### config.mk
export PLATFORM = sky130hd
export DESIGN_NAME = ch0re_pl_ctrl_flat
export DESIGN_NICKNAME = d
export VERILOG_FILES = /design/src/rtl/ch0re_pl_ctrl_if.sv /design/src/rtl/ch0re_pl_ctrl.sv /design/src/flat_wrapper.sv
export SDC_FILE = /design/constraint.sdc
export NUM_CORES = 1
export LEC_CHECK = 0
export CORE_MARGIN = 4
export CORE_UTILIZATION = 47
export DETAILED_ROUTE_END_ITERATION = 16
export GPL_TIMING_DRIVEN = 0
export PLACE_DENSITY = 0.82
export SLEW_MARGIN = 20
export SYNTH_ARGS = -nofsm -noshare
export SYNTH_HDL_FRONTEND = slang
export SYNTH_SLANG_ARGS = --single-unit
### constraint.sdc
create_clock -name clk -period 2.1 [get_ports clk]
set_clock_uncertainty 0.05 [all_clocks]
set_input_delay 0.42 -clock clk [delete_from_list [all_inputs] [get_ports clk]]
set_output_delay 0.42 -clock clk [all_outputs]
set_load 0.005 [all_outputs]
### src/rtl/ch0re_pl_ctrl_if.sv
// ch0re_pl_ctrl_if: hazard/redirect requests in, pipeline strobes and perf counters out.
interface ch0re_pl_ctrl_if #(parameter int CNT_W = 32);
  logic             id_valid;
  logic             ld_use_stall;
  logic             illegal;
  logic             br_taken;
  logic             mem_busy;
  logic             resume;
  logic             cnt_clr;
  logic             pc_en;
  logic             pc_sel_br;
  logic             ifid_en;
  logic             idex_en;
  logic             exmem_en;
  logic             memwb_en;
  logic             ifid_flush;
  logic             idex_flush;
  logic             halted;
  logic [1:0]       state;
  logic [CNT_W-1:0] stall_cnt;
  logic [CNT_W-1:0] flush_cnt;
  modport master (
    output id_valid, ld_use_stall, illegal, br_taken, mem_busy, resume, cnt_clr,
    input  pc_en, pc_sel_br, ifid_en, idex_en, exmem_en, memwb_en,
           ifid_flush, idex_flush, halted, state, stall_cnt, flush_cnt
  );
  modport slave (
    input  id_valid, ld_use_stall, illegal, br_taken, mem_busy, resume, cnt_clr,
    output pc_en, pc_sel_br, ifid_en, idex_en, exmem_en, memwb_en,
           ifid_flush, idex_flush, halted, state, stall_cnt, flush_cnt
  );
endinterface

### src/rtl/ch0re_pl_ctrl.sv
// ch0re_pl_ctrl: five-stage pipeline enables/flushes, illegal-instruction drain/halt/resume, saturating perf counters.
module ch0re_pl_ctrl #(
  parameter int DRAIN_CYCLES = 3,
  parameter int CNT_W        = 32
) (
  input logic          clk,
  input logic          rst_n,
  ch0re_pl_ctrl_if.slave pl
);
  typedef enum logic [1:0] {RUN = 2'd0, DRAIN = 2'd1, HALT = 2'd2, RESUME = 2'd3} state_t;
  state_t           state_q, state_d;
  logic [3:0]       dcnt_q, dcnt_d;
  logic [CNT_W-1:0] stall_q, flush_q;
  logic             stall_inc, flush_inc;
  logic [4:0]       en;
  logic [2:0]       fl;
  // en = {pc, ifid, idex, exmem, memwb}; fl = {pc_sel_br, ifid_flush, idex_flush}
  always_comb begin
    state_d   = state_q;
    dcnt_d    = dcnt_q;
    en        = '0;
    fl        = '0;
    stall_inc = 1'b0;
    flush_inc = 1'b0;
    if (rst_n) begin
      case (state_q)
        RUN: begin
          if (pl.mem_busy) begin
            stall_inc = 1'b1;
          end else if (pl.br_taken) begin
            en        = 5'b11111;
            fl        = 3'b111;
            flush_inc = 1'b1;
          end else if (pl.illegal && pl.id_valid) begin
            en      = 5'b00111;
            fl      = 3'b001;
            state_d = DRAIN;
            dcnt_d  = 4'(DRAIN_CYCLES);
          end else if (pl.ld_use_stall) begin
            en        = 5'b00111;
            fl        = 3'b001;
            stall_inc = 1'b1;
          end else begin
            en = 5'b11111;
          end
        end
        DRAIN: begin
          if (!pl.mem_busy) begin
            en      = 5'b00111;
            fl      = 3'b001;
            dcnt_d  = dcnt_q - 4'd1;
            state_d = (dcnt_q == 4'd1) ? HALT : DRAIN;
          end
        end
        HALT: state_d = pl.resume ? RESUME : HALT;
        RESUME: begin
          en      = 5'b01111;
          fl      = 3'b010;
          state_d = RUN;
        end
        default: state_d = RUN;
      endcase
    end
  end
  always_ff @(posedge clk or negedge rst_n) begin
    if (!rst_n) begin
      state_q <= RUN;
      dcnt_q  <= '0;
      stall_q <= '0;
      flush_q <= '0;
    end else begin
      state_q <= state_d;
      dcnt_q  <= dcnt_d;
      stall_q <= pl.cnt_clr ? '0 : (stall_inc && !(&stall_q)) ? stall_q + CNT_W'(1) : stall_q;
      flush_q <= pl.cnt_clr ? '0 : (flush_inc && !(&flush_q)) ? flush_q + CNT_W'(1) : flush_q;
    end
  end
  assign {pl.pc_en, pl.ifid_en, pl.idex_en, pl.exmem_en, pl.memwb_en} = en;
  assign {pl.pc_sel_br, pl.ifid_flush, pl.idex_flush} = fl;
  assign pl.halted    = (state_q == HALT);
  assign pl.state     = state_q;
  assign pl.stall_cnt = stall_q;
  assign pl.flush_cnt = flush_q;
endmodule

### src/flat_wrapper.sv
// flat-port wrapper written by rule: the top's interface ports become plain ports
module ch0re_pl_ctrl_flat 
#(
  parameter int DRAIN_CYCLES = 3,
  parameter int CNT_W        = 32
)
  (clk, rst_n, pl_id_valid, pl_ld_use_stall, pl_illegal, pl_br_taken, pl_mem_busy, pl_resume, pl_cnt_clr, pl_pc_en, pl_pc_sel_br, pl_ifid_en, pl_idex_en, pl_exmem_en, pl_memwb_en, pl_ifid_flush, pl_idex_flush, pl_halted, pl_state, pl_stall_cnt, pl_flush_cnt);
  ch0re_pl_ctrl_if #(.CNT_W(CNT_W)) pl_i ();
  input logic clk;
  input logic rst_n;
  input wire logic [$bits(pl_i.id_valid)-1:0] pl_id_valid;
  input wire logic [$bits(pl_i.ld_use_stall)-1:0] pl_ld_use_stall;
  input wire logic [$bits(pl_i.illegal)-1:0] pl_illegal;
  input wire logic [$bits(pl_i.br_taken)-1:0] pl_br_taken;
  input wire logic [$bits(pl_i.mem_busy)-1:0] pl_mem_busy;
  input wire logic [$bits(pl_i.resume)-1:0] pl_resume;
  input wire logic [$bits(pl_i.cnt_clr)-1:0] pl_cnt_clr;
  output wire logic [$bits(pl_i.pc_en)-1:0] pl_pc_en;
  output wire logic [$bits(pl_i.pc_sel_br)-1:0] pl_pc_sel_br;
  output wire logic [$bits(pl_i.ifid_en)-1:0] pl_ifid_en;
  output wire logic [$bits(pl_i.idex_en)-1:0] pl_idex_en;
  output wire logic [$bits(pl_i.exmem_en)-1:0] pl_exmem_en;
  output wire logic [$bits(pl_i.memwb_en)-1:0] pl_memwb_en;
  output wire logic [$bits(pl_i.ifid_flush)-1:0] pl_ifid_flush;
  output wire logic [$bits(pl_i.idex_flush)-1:0] pl_idex_flush;
  output wire logic [$bits(pl_i.halted)-1:0] pl_halted;
  output wire logic [$bits(pl_i.state)-1:0] pl_state;
  output wire logic [$bits(pl_i.stall_cnt)-1:0] pl_stall_cnt;
  output wire logic [$bits(pl_i.flush_cnt)-1:0] pl_flush_cnt;
  assign pl_i.id_valid = pl_id_valid;
  assign pl_i.ld_use_stall = pl_ld_use_stall;
  assign pl_i.illegal = pl_illegal;
  assign pl_i.br_taken = pl_br_taken;
  assign pl_i.mem_busy = pl_mem_busy;
  assign pl_i.resume = pl_resume;
  assign pl_i.cnt_clr = pl_cnt_clr;
  assign pl_pc_en = pl_i.pc_en;
  assign pl_pc_sel_br = pl_i.pc_sel_br;
  assign pl_ifid_en = pl_i.ifid_en;
  assign pl_idex_en = pl_i.idex_en;
  assign pl_exmem_en = pl_i.exmem_en;
  assign pl_memwb_en = pl_i.memwb_en;
  assign pl_ifid_flush = pl_i.ifid_flush;
  assign pl_idex_flush = pl_i.idex_flush;
  assign pl_halted = pl_i.halted;
  assign pl_state = pl_i.state;
  assign pl_stall_cnt = pl_i.stall_cnt;
  assign pl_flush_cnt = pl_i.flush_cnt;
  ch0re_pl_ctrl #(.DRAIN_CYCLES(DRAIN_CYCLES), .CNT_W(CNT_W)) u_core (.clk(clk), .rst_n(rst_n), .pl(pl_i));
endmodule
==> results.json <==
{
  "outcome": "complete, but fails checks",
  "violations": "setup timing",
  "fillers": 431,
  "crit_type": "flip-flop to flip-flop",
  "timing.final.ws_setup_ns": -0.178,
  "fp.dieArea_sq_um": 10500,
  "die_h_um": 102,
  "dp.cells": 653,
  "antenna_found_initial": 0,
  "routed_wl_mm": 17.9,
  "critPathLaunchType": "flip-flop",
  "fmax_ghz": 0.439,
  "synth_nets": 474,
  "overflow": 0,
  "drv_slew": 0,
  "yosysUniqueCellTypes": 58,
  "clock_power_share_pct": 33.5,
  "ys_ff_latch": 70,
  "reg2reg_slack_ns": -0.18,
  "async_reset_ff_share_pct": 100,
  "routabilityCongestion": 0.893,
  "p_switching_w": 0.00110,
  "ff_latch_area_sq_um": 1780,
  "maxCapViolations": 0,
  "place_area_sq_um": 5270,
  "drc_errors": 0,
  "crit_required_ns": 2.32,
  "drt_pre_antenna_iters": 5,
  "drtAntennaViolNets": 0,
  "p_leak_nw": 2.80,
  "finalNetCount": 669,
  "die-width_um": 102,
  "wl_per_cell_um": 23.3,
  "fin_crit_ns": 2.28,
  "tns_ns": -3.89,
  "htreeDepth": 3,
  "finalSetupViolations": 39,
  "start_util_pct": 48.1,
  "num_rows": 34,
  "end_kind": "flip-flop",
  "p_int_w": 0.00239,
  "layout_common_cells": "buf_4 (88), clkdlybuf4s50_1 (69), dfrtp_1 (49)",
  "pin_count": 84,
  "synth-edff-count": 0,
  "arrival_ns": 2.49,
  "switching_share_pct": 31.6,
  "busiest_layer": "met2",
  "grt_pass1_vias": 4516,
  "clockBufferDepth": 2,
  "rsz0062_at_grt": "true",
  "relSlewSlack_pct": 57.1,
  "multi_input_area_sq_um": 2820,
  "syn2layout_area_growth_pct": 66.5,
  "grt_max_degree": 30,
  "grt_use_met3_pct": 5.05,
  "final_cells": 769,
  "synthesis.instances": 461,
  "synth_area_sq_um": 4180,
  "grt_pass1_wl_mm": 22.6,
  "final_common_cell": "buf_4",
  "postSynthAreaPerCell_sq_um": 9.06,
  "irDropWorstVdd_v": 0.000444,
  "p_per_area_nw_per_um2": 502,
  "tritoncts": "built",
  "worst_pin_slew_ns": 0.643,
  "path_clk_slew_ns": 0.09,
  "hold_viol": 0,
  "ys.flop_type": "dfrtp_1",
  "power_frac_comb_pct": 24.6,
  "holdCritPathClass": "input port to async pin",
  "drive_above_1_share_pct": 41.6,
  "drt-initial-drc-count": 634,
  "ys.warnings.count": 0,
  "grt.total_usage_pct": 27.4,
  "cts.sinks": 70,
  "clk-insertion-delay-late_ns": 0.37,
  "fin_hold_ws_ns": 0.0208,
  "core_sq_um": 8680,
  "io_buffers": 83,
  "vias": 5169,
  "routed_via_density": 6.72,
  "sequentialPowerShare_pct": 41.8,
  "path_max_fanout": 4,
  "report.power.total_w": 0.00349,
  "synth_seq_area_share_pct": 41.9,
  "final_area_sq_um": 6950,
  "cts_root_buffer": "clkbuf_8",
  "place_hpwl_mm": 8.19,
  "grt_use_met1_pct": 34.6,
  "antenna_cells": 0,
  "finalCritPeriodShare_pct": 108,
  "numCtsBuffers": 9,
  "grtUsageMet2_pct": 46.8
}
timing repair:
| action | CTS | global route |
|---|---|---|
| setup buffers | 50 | 48 |
| pin swaps | 25 | 36 |
| cloned | 4 | 0 |
| setup endpoints to repair | 73 | 61 |
| endpoints found under the hold margin | 29 | 0 |
| gates resized for setup | 114 | 78 |
| hold buffers | 3 | 0 |
layout make-up:
cell class / count / share of cell area, %
plain buffers: 20 / 2.75
clock buffers: 10 / 1.98
clock inverters: 6 / 0.882
inverters: 16 / 0.864
multi-input cells: 351 / 40.6
flip-flops and latches: 70 / 25.6
well taps: 108 / 1.94
repair buffers: 188 / 25.4
power by group through the flow:
stage               clock network [W]  logic, W  registers (W)
floorplan                           0  0.000318        0.00147
global placement                    0  0.000520        0.00148
detailed placement                  0  0.000549        0.00148
CTS                           0.00111  0.000748        0.00145
global route                  0.00121  0.000917        0.00147
finish                        0.00117  0.000861        0.00146
cell usage after synthesis, types with 4 or more instances:
library cell | number | area share, %
a21oi_1 | 45 | 5.4
and2_1 | 5 | 0.75
and3_1 | 4 | 0.60
and4_1 | 6 | 1.3
buf_2 | 5 | 0.60
clkbuf_1 | 14 | 1.3
dfrtp_1 | 70 | 42
ha_1 | 4 | 1.2
inv_1 | 15 | 1.3
mux2_2 | 8 | 2.2
nand2_1 | 29 | 2.6
nand2b_1 | 5 | 0.75
nand3_1 | 23 | 2.8
nand4_1 | 21 | 3.1
nor2_1 | 33 | 3.0
nor2b_1 | 12 | 1.8
nor3_1 | 6 | 0.72
nor4_1 | 10 | 1.5
o211ai_1 | 4 | 0.72
o21a_1 | 4 | 0.72
o21ai_0 | 21 | 2.5
o31a_1 | 4 | 0.84
o31ai_1 | 24 | 4.3
or2_2 | 4 | 0.60
or3_1 | 10 | 1.5
or3_2 | 5 | 0.90
or4_1 | 20 | 3.6
or4_2 | 5 | 1.0
layer usage:
| layer | up-vias | wire length (um) |
|---|---|---|
| li1 | 2142 | - |
| met4 | 0 | 1140 |
| met1 | 2490 | 6540 |
| met5 | - | 0 |
| met3 | 125 | 1510 |
| met2 | 412 | 8690 |
worst paths after layout:
check / cells past startpoint / to
max reg2reg: 7 / u_core.pl.flush_cnt[26]$_DFFE_PN0P_
min: 3 / u_core.pl.flush_cnt[6]$_DFFE_PN0P_
min reg2reg: 1 / u_core.dcnt_q[3]$_DFFE_PN0P_
max in group asynchronous: 3 / u_core.dcnt_q[3]$_DFFE_PN0P_
max: 7 / u_core.pl.flush_cnt[26]$_DFFE_PN0P_
min in group clk: 1 / u_core.dcnt_q[3]$_DFFE_PN0P_
flip-flops by register name, indices dropped and copies added, names as in the netlist, named ones only:
signal               cells
u_core.pl.state          1
u_core.pl.stall_cnt     32
u_core.pl.flush_cnt     32
u_core.dcnt_q            4
cell families after synthesis:
logic type,Yosys count,synth area share [%]
flip-flops,70,41.9
adder cells (fa/ha/maj),4,1.20
buffers and inverters,40,4.49
AO/OA/AOI/OAI,120,18.5
multiplexers,11,3.12
XOR/XNOR,6,1.26
AND/OR/NAND/NOR,210,29.4
critical path, stage by stage (launching register included):
cell,delay [ns]
dfrtp_1,0.42
buf_6,0.14
nor4b_4,0.38
and2_4,0.26
buf_6,0.11
nand4_1,0.19
nor4_2,0.29
mux2_2,0.36
through the flow:
| stage | util [%] | worst slack, ns |
|---|---|---|
| CTS | 72.9 | -0.102 |
| floorplan | - | -0.121 |
| detailed placement | 60.7 | -1.14 |
| global placement | 60.4 | -3.48 |
| finish | 80.1 | -0.178 |
| global route | 80.1 | -0.263 |
No activity file was read; power rests on OpenSTA's default activity.
